File: config.mk
export PLATFORM = sky130hd
export DESIGN_NAME = lfsr_count_ctrl
export DESIGN_NICKNAME = d
export VERILOG_FILES = /design/src/rtl/lfsr_count_pkg.sv /design/src/rtl/lfsr_count_ctrl_decode.sv /design/src/rtl/lfsr_count_ctrl.sv
export SDC_FILE = /design/constraint.sdc
export NUM_CORES = 1
export LEC_CHECK = 0
export BUFFER_PORTS_ARGS = -buffer_cell sky130_fd_sc_hd__clkbuf_2
export CORE_ASPECT_RATIO = 0.5
export CORE_MARGIN = 5
export CORE_UTILIZATION = 49
export DETAILED_ROUTE_END_ITERATION = 7
export PLACE_DENSITY = 0.92
export SETUP_SLACK_MARGIN = 0.1
export SYNTH_ARGS = -nofsm -noshare
export SYNTH_HDL_FRONTEND = slang
export SYNTH_HIERARCHICAL = 1
export SYNTH_SLANG_ARGS = --single-unit
File: constraint.sdc
create_clock -name clk -period 2 [get_ports clk]
set_clock_uncertainty 0.2 [all_clocks]
set_input_delay 0.4 -clock clk [delete_from_list [all_inputs] [get_ports clk]]
set_output_delay 0.4 -clock clk [all_outputs]
set_load 0.01 [all_outputs]
File: src/rtl/lfsr_count_pkg.sv
// Shared definitions for the LFSR counter controller: command opcodes,
// FSM state encoding and the 6-bit LFSR step-index decode function.
package lfsr_count_pkg;

   // Command opcodes carried on cmd_op
   localparam logic [1:0] OP_START = 2'd0;
   localparam logic [1:0] OP_STOP  = 2'd1;
   localparam logic [1:0] OP_CLEAR = 2'd2;
   localparam logic [1:0] OP_SNAP  = 2'd3;

   // Controller FSM encoding, also exported on the debug state port
   typedef enum logic [1:0] {
      ST_IDLE = 2'd0,
      ST_RUN  = 2'd1,
      ST_CLR  = 2'd2,
      ST_SNAP = 2'd3
   } state_t;

   // LFSR field sequence starts here and visits all 63 non-zero values
   localparam logic [5:0] LFSR_SEED  = 6'h3F;
   localparam int         LFSR_STEPS = 63;

   // One LFSR step: bit0 <= bit5, bitN <= bitN-1, bit5 <= bit4 ^ bit5
   function automatic logic [5:0] lfsr6_next(input logic [5:0] s);
      return {s[4] ^ s[5], s[3:0], s[5]};
   endfunction

   // Step index (0..62) of an LFSR value counted from the seed.
   // The all-zero value never occurs in the sequence and maps to 6'h3F.
   function automatic logic [5:0] lfsr6_index(input logic [5:0] v);
      logic [5:0] s;
      logic [5:0] idx;
      s   = LFSR_SEED;
      idx = 6'h3F;
      for (int i = 0; i < LFSR_STEPS; i++) begin
         if (s == v) idx = 6'(i);
         s = lfsr6_next(s);
      end
      return idx;
   endfunction

endpackage

File: src/rtl/lfsr_count_ctrl_decode.sv
// lfsr6_decode: combinational translation of the raw 6-bit LFSR field into
// its binary step index. Flags the all-zero field, which is not a legal
// LFSR state. Only instantiated when LFSR_SNAP_DECODE_EN is defined.
module lfsr6_decode
   import lfsr_count_pkg::*;
(
   input  logic [5:0] field,
   output logic [5:0] index,
   output logic       invalid
);

   assign index   = lfsr6_index(field);
   assign invalid = (field == 6'h00);

endmodule

File: src/rtl/lfsr_count_ctrl.sv
// lfsr_count_ctrl: command-driven controller for an external LFSR-based
// counter. Accepts START/STOP/CLEAR/SNAP commands, drives the counter's
// enable and clear, and offers captured counts on a snapshot channel.
//
// Handshakes: a transfer happens on a rising clock edge where valid and
// ready are both high; valid, once raised, and its data stay stable until
// that transfer. cmd_ready is registered and drops in CLR and SNAP.
//
// Build option: define LFSR_SNAP_DECODE_EN to replace snap_data[5:0] with
// the decoded LFSR step index (requires CNT_W > 6). Default: raw capture.
module lfsr_count_ctrl
   import lfsr_count_pkg::*;
#(
   parameter int CLR_CYCLES = 2,
   parameter int CNT_W      = 64
) (
   input  logic             clk,
   input  logic             nrst,
   input  logic             cmd_valid,
   input  logic [1:0]       cmd_op,
   output logic             cmd_ready,
   output logic             cnt_en,
   output logic             cnt_clr,
   input  logic [CNT_W-1:0] cnt_q,
   output logic             snap_valid,
   input  logic             snap_ready,
   output logic [CNT_W-1:0] snap_data,
   output logic             cmd_err,
   output state_t           dbg_state
);

   // Hold counter preload: counts CLR_CYCLES-1 down to 0 inclusive
   localparam logic [3:0] CLR_LOAD = 4'(CLR_CYCLES - 1);

   state_t           state;
   logic             run_flag;
   logic [3:0]       clr_cnt;
   logic             cmd_accept;
   logic [CNT_W-1:0] snap_capture;
   logic             snap_err;

   assign cmd_accept = cmd_valid & cmd_ready;
   assign dbg_state  = state;

`ifdef LFSR_SNAP_DECODE_EN
   logic [5:0] dec_index;
   logic       dec_invalid;

   lfsr6_decode u_decode (
      .field   (cnt_q[5:0]),
      .index   (dec_index),
      .invalid (dec_invalid)
   );

   assign snap_capture = {cnt_q[CNT_W-1:6], dec_index};
   assign snap_err     = dec_invalid;
`else
   assign snap_capture = cnt_q;
   assign snap_err     = 1'b0;
`endif

   // Controller FSM with every output registered; commands act one cycle after acceptance
   always_ff @(posedge clk) begin
      if (!nrst) begin
         state      <= ST_IDLE;
         run_flag   <= 1'b0;
         clr_cnt    <= '0;
         cmd_ready  <= 1'b1;
         cnt_en     <= 1'b0;
         cnt_clr    <= 1'b1;
         cmd_err    <= 1'b0;
         snap_valid <= 1'b0;
         snap_data  <= '0;
      end else begin
         cmd_err <= 1'b0;
         case (state)
            ST_IDLE, ST_RUN: begin
               cnt_clr <= 1'b0;
               if (cmd_accept) begin
                  case (cmd_op)
                     OP_START: begin
                        if (state == ST_IDLE) begin
                           state    <= ST_RUN;
                           run_flag <= 1'b1;
                           cnt_en   <= 1'b1;
                        end else begin
                           cmd_err  <= 1'b1;
                        end
                     end
                     OP_STOP: begin
                        if (state == ST_RUN) begin
                           state    <= ST_IDLE;
                           run_flag <= 1'b0;
                           cnt_en   <= 1'b0;
                        end else begin
                           cmd_err  <= 1'b1;
                        end
                     end
                     OP_CLEAR: begin
                        state     <= ST_CLR;
                        clr_cnt   <= CLR_LOAD;
                        cnt_clr   <= 1'b1;
                        cnt_en    <= 1'b0;
                        cmd_ready <= 1'b0;
                     end
                     default: begin
                        state      <= ST_SNAP;
                        snap_data  <= snap_capture;
                        snap_valid <= 1'b1;
                        cmd_ready  <= 1'b0;
                        cmd_err    <= snap_err;
                     end
                  endcase
               end
            end
            ST_CLR: begin
               // The counter saturates at zero, so it cannot wrap into a longer hold
               if (clr_cnt == 4'd0) begin
                  state     <= ST_IDLE;
                  run_flag  <= 1'b0;
                  cnt_en    <= 1'b0;
                  cnt_clr   <= 1'b0;
                  cmd_ready <= 1'b1;
               end else begin
                  clr_cnt   <= clr_cnt - 4'd1;
               end
            end
            ST_SNAP: begin
               // run_flag is left alone so a running counter keeps counting
               if (snap_ready) begin
                  state      <= run_flag ? ST_RUN : ST_IDLE;
                  snap_valid <= 1'b0;
                  cmd_ready  <= 1'b1;
               end
            end
            default: begin
               state     <= ST_IDLE;
               run_flag  <= 1'b0;
               cnt_en    <= 1'b0;
               cnt_clr   <= 1'b0;
               cmd_ready <= 1'b1;
            end
         endcase
      end
   end

endmodule

==> impl_metrics.env <==
export IMPL_antenna_cells=0
export IMPL_fmax_mhz=544
export IMPL_power_density_mw_per_mm2=787
export IMPL_antenna_found_initial=0
export IMPL_fin_ws_ps=162
export IMPL_hold_class="primary input to flip-flop"
export IMPL_path_cells="inv_1, ha_1, or3b_4, nand2_1, o21ai_0, o311a_1"
export IMPL_placed_cells=582
export IMPL_setup_viol=0
export IMPL_min_delay_path_depth=3
export IMPL_rsz0062_at_grt="yes"
export IMPL_peakVddDrop_mv=0.617
export IMPL_grt_pass1_vias=2813
export IMPL_syn_nets=440
export IMPL_seq_area_frac_synth_pct=43.0
export IMPL_synthCells=364
export IMPL_die_h_microns=70.1
export IMPL_postSynthAreaPerCell_sq_um=9.73
export IMPL_ys_seq_elements=76
export IMPL_r2r_end="run_flag"
export IMPL_syn_to_final_growth_pct=28.9
export IMPL_slew_headroom_pct=76.3
export IMPL_dp_slack_ps=2.84
export IMPL_p_leak_nw=1.96
export IMPL_htreeDepth=3
export IMPL_hold_end="snap_data[43]"
export IMPL_drtIter0Drc=120
export IMPL_synth_edf_count=0
export IMPL_status="finished clean"
export IMPL_critPathTopFamily="simple AND/OR/NAND/NOR gates"
export IMPL_drive_gt1_share_pct=57.1
export IMPL_yosys_area_top_type_share_pct=43.0
export IMPL_grt_remaining_overflow=0
export IMPL_worstPathMaxFanout=5
export IMPL_postSynth_asyncResetShare_pct=0
export IMPL_post_route_util_pct=66.6
export IMPL_place_gp_congestion=0.801
export IMPL_rows=21
export IMPL_multi_input_area_sq_mm=0.00178
export IMPL_yosysTopAreaCell="dfxtp_1"
export IMPL_cts_tree="built"
export IMPL_hold_viol_final=0
export IMPL_fp_dieArea_sq_mm=0.00913
export IMPL_final_fill_count=592
export IMPL_vias=2880
export IMPL_critical_path_buf_inv_count=1
export IMPL_cts_root_buf="clkbuf_16"
export IMPL_initial_utilization_pct=51.6
export IMPL_grt_pass1_wl_microns=13300
export IMPL_drtAntennaViolNets=0
export IMPL_startpoint_type="flip-flop"
export IMPL_fin_nets=577
export IMPL_rrSetupSlack_ps=160
export IMPL_path_clk_slew_ps=60
export IMPL_avgViaCountPerCell=4.82
export IMPL_min_from="cnt_q[43]"
export IMPL_cts_sinks=76
export IMPL_dp_hpwl_microns=6300
export IMPL_slowest_stage="or3b_4"
export IMPL_finalInstanceArea_sq_mm=0.00457
export IMPL_yosysWarnings=6
export IMPL_cp_end_kind="flip-flop"
export IMPL_synth_distinct_cells=38
export IMPL_cpPeakStageDelay_ps=400
export IMPL_worstMarginPinSlew_ps=352
export IMPL_dr_pass1_iters=4
export IMPL_ys_flop_type="dfxtp_1"
export IMPL_post_route_period_util_pct=91.9
export IMPL_grt_start_max_net_pins=59
export IMPL_clkLatencyLatePin_ps=320
export IMPL_cts_buffers=9
export IMPL_route_final_wire_length_microns=8200
export IMPL_dpl_cell_area_sq_mm=0.00428
export IMPL_r2r_start="clr_cnt[0]"
export IMPL_rr_worst_depth=6
export IMPL_core_area_sq_mm=0.00686
export IMPL_timing_setup_tns_ps=0
export IMPL_io_pin_count=141
export IMPL_required_ps=2010
export IMPL_syn_area_sq_mm=0.00354
export IMPL_cts_buffer_depth=2
export IMPL_synth_area_leaders="dfxtp_1 (43%), a21boi_2 (19%), nand2_2 (11%)"
export IMPL_drcViolationCount=0
export IMPL_portBuffers=140
export IMPL_wl_per_cell_microns=13.7
export IMPL_arrival_ps=1850
export IMPL_timing_hold_ws_ps=93.1
export IMPL_instances_no_fill=598
export IMPL_slew_viol_final=0
export IMPL_criticalPathCategory="flip-flop to flip-flop"
export IMPL_seq_area_sq_mm=0.00152
export IMPL_period_needed_ps=1840
export IMPL_chipWidth_microns=130
export IMPL_cap_violations=0
export IMPL_power_mw=3.59
export IMPL_grt_total_usage_pct=18.2
## cell type report
type / count / area share [%]
clock buffers: 15 / 6.08
clock inverters: 1 / 0.110
inverters: 6 / 0.493
multi-input cells: 257 / 38.9
flip-flops and latches: 76 / 33.3
well taps: 92 / 2.52
repair buffers: 151 / 18.5
## power breakdown
| group | switching (mW) | internal (mW) |
|---|---|---|
| sequential | 0.0350 | 1.57 |
| clock | 0.571 | 0.941 |
| combinational | 0.246 | 0.225 |
| total | 0.853 | 2.74 |
## cell usage after synthesis, types with 4 or more instances
cell,instances
a21boi_1,6
a21boi_2,60
buf_12,7
buf_2,6
clkbuf_1,10
dfxtp_1,76
ha_1,6
inv_1,6
nand2_1,76
nand2_2,60
nand3_1,6
nor2_1,7
nor3_1,4
o21ai_0,4
## cells by family (layout without fill, tap and decap cells)
logic type      Yosys count  count (layout)  share of synthesized area [%]
simple gates            164             164                           23.2
compound gates           84              84                           23.9
flops                    76              76                           43.0
buf+inv                  31             173                           7.03
fa+ha+maj                 6               6                           2.12
xor+xnor                  2               2                          0.495
mux                       1               1                          0.283
## worst min-delay path, stage by stage
cell and delay [ps]:
clkbuf_2 90, nand2_2 50, a21boi_2 40
## metal layers
| metal | share of wire (%) | track usage (%) | wire length (microns) |
|---|---|---|---|
| met5 | 0 | 0 | 0 |
| met4 | 2.2 | 7.26 | 177 |
| met3 | 4.8 | 4.42 | 394 |
| met2 | 53 | 33.0 | 4380 |
| met1 | 40 | 20.5 | 3250 |
## worst max-delay path by stage
| stage | from | slack [ps] | cells after the start | to |
|---|---|---|---|---|
| floorplan | cmd_op[0] | 190 | 6 | cnt_en |
| global placement | cmd_op[0] | 70 | 7 | cnt_en |
| detailed placement | cmd_op[0] | 3 | 7 | cnt_en |
| CTS | clr_cnt[0] | 160 | 6 | run_flag |
| global route | clr_cnt[0] | 50 | 6 | run_flag |
| finish | clr_cnt[0] | 160 | 6 | run_flag |
## repair_timing
| action | CTS | global route |
|---|---|---|
| resized for setup | 0 | 1 |
| hold buffers | 0 | 0 |
| buffers inserted | 0 | 0 |
| endpoints found under the setup margin | 0 | 3 |
## registers in the layout (all words and copies together) (netlist names)
register    count
run_flag        1
dbg_state       2
snap_valid      1
snap_data      64
cnt_clr         1
clr_cnt         4
cmd_ready       1
cnt_en          1
cmd_err         1
## cell usage in the layout (no fill, tap or decap), types with 3 or more instances in the layout
cell type | synthesis | final
a21boi_1 | 6 | 6
a21boi_2 | 60 | 60
buf_12 | 7 | 5
buf_4 | 1 | 6
clkbuf_1 | 10 | 3
clkbuf_16 | 0 | 9
clkbuf_2 | 0 | 140
clkbuf_8 | 0 | 3
dfxtp_1 | 76 | 76
ha_1 | 6 | 6
inv_1 | 6 | 6
nand2_1 | 76 | 75
nand2_2 | 60 | 61
nand3_1 | 6 | 6
nor2_1 | 7 | 7
nor3_1 | 4 | 4
o21ai_0 | 4 | 4
No activity file was read; power rests on OpenSTA's default activity.
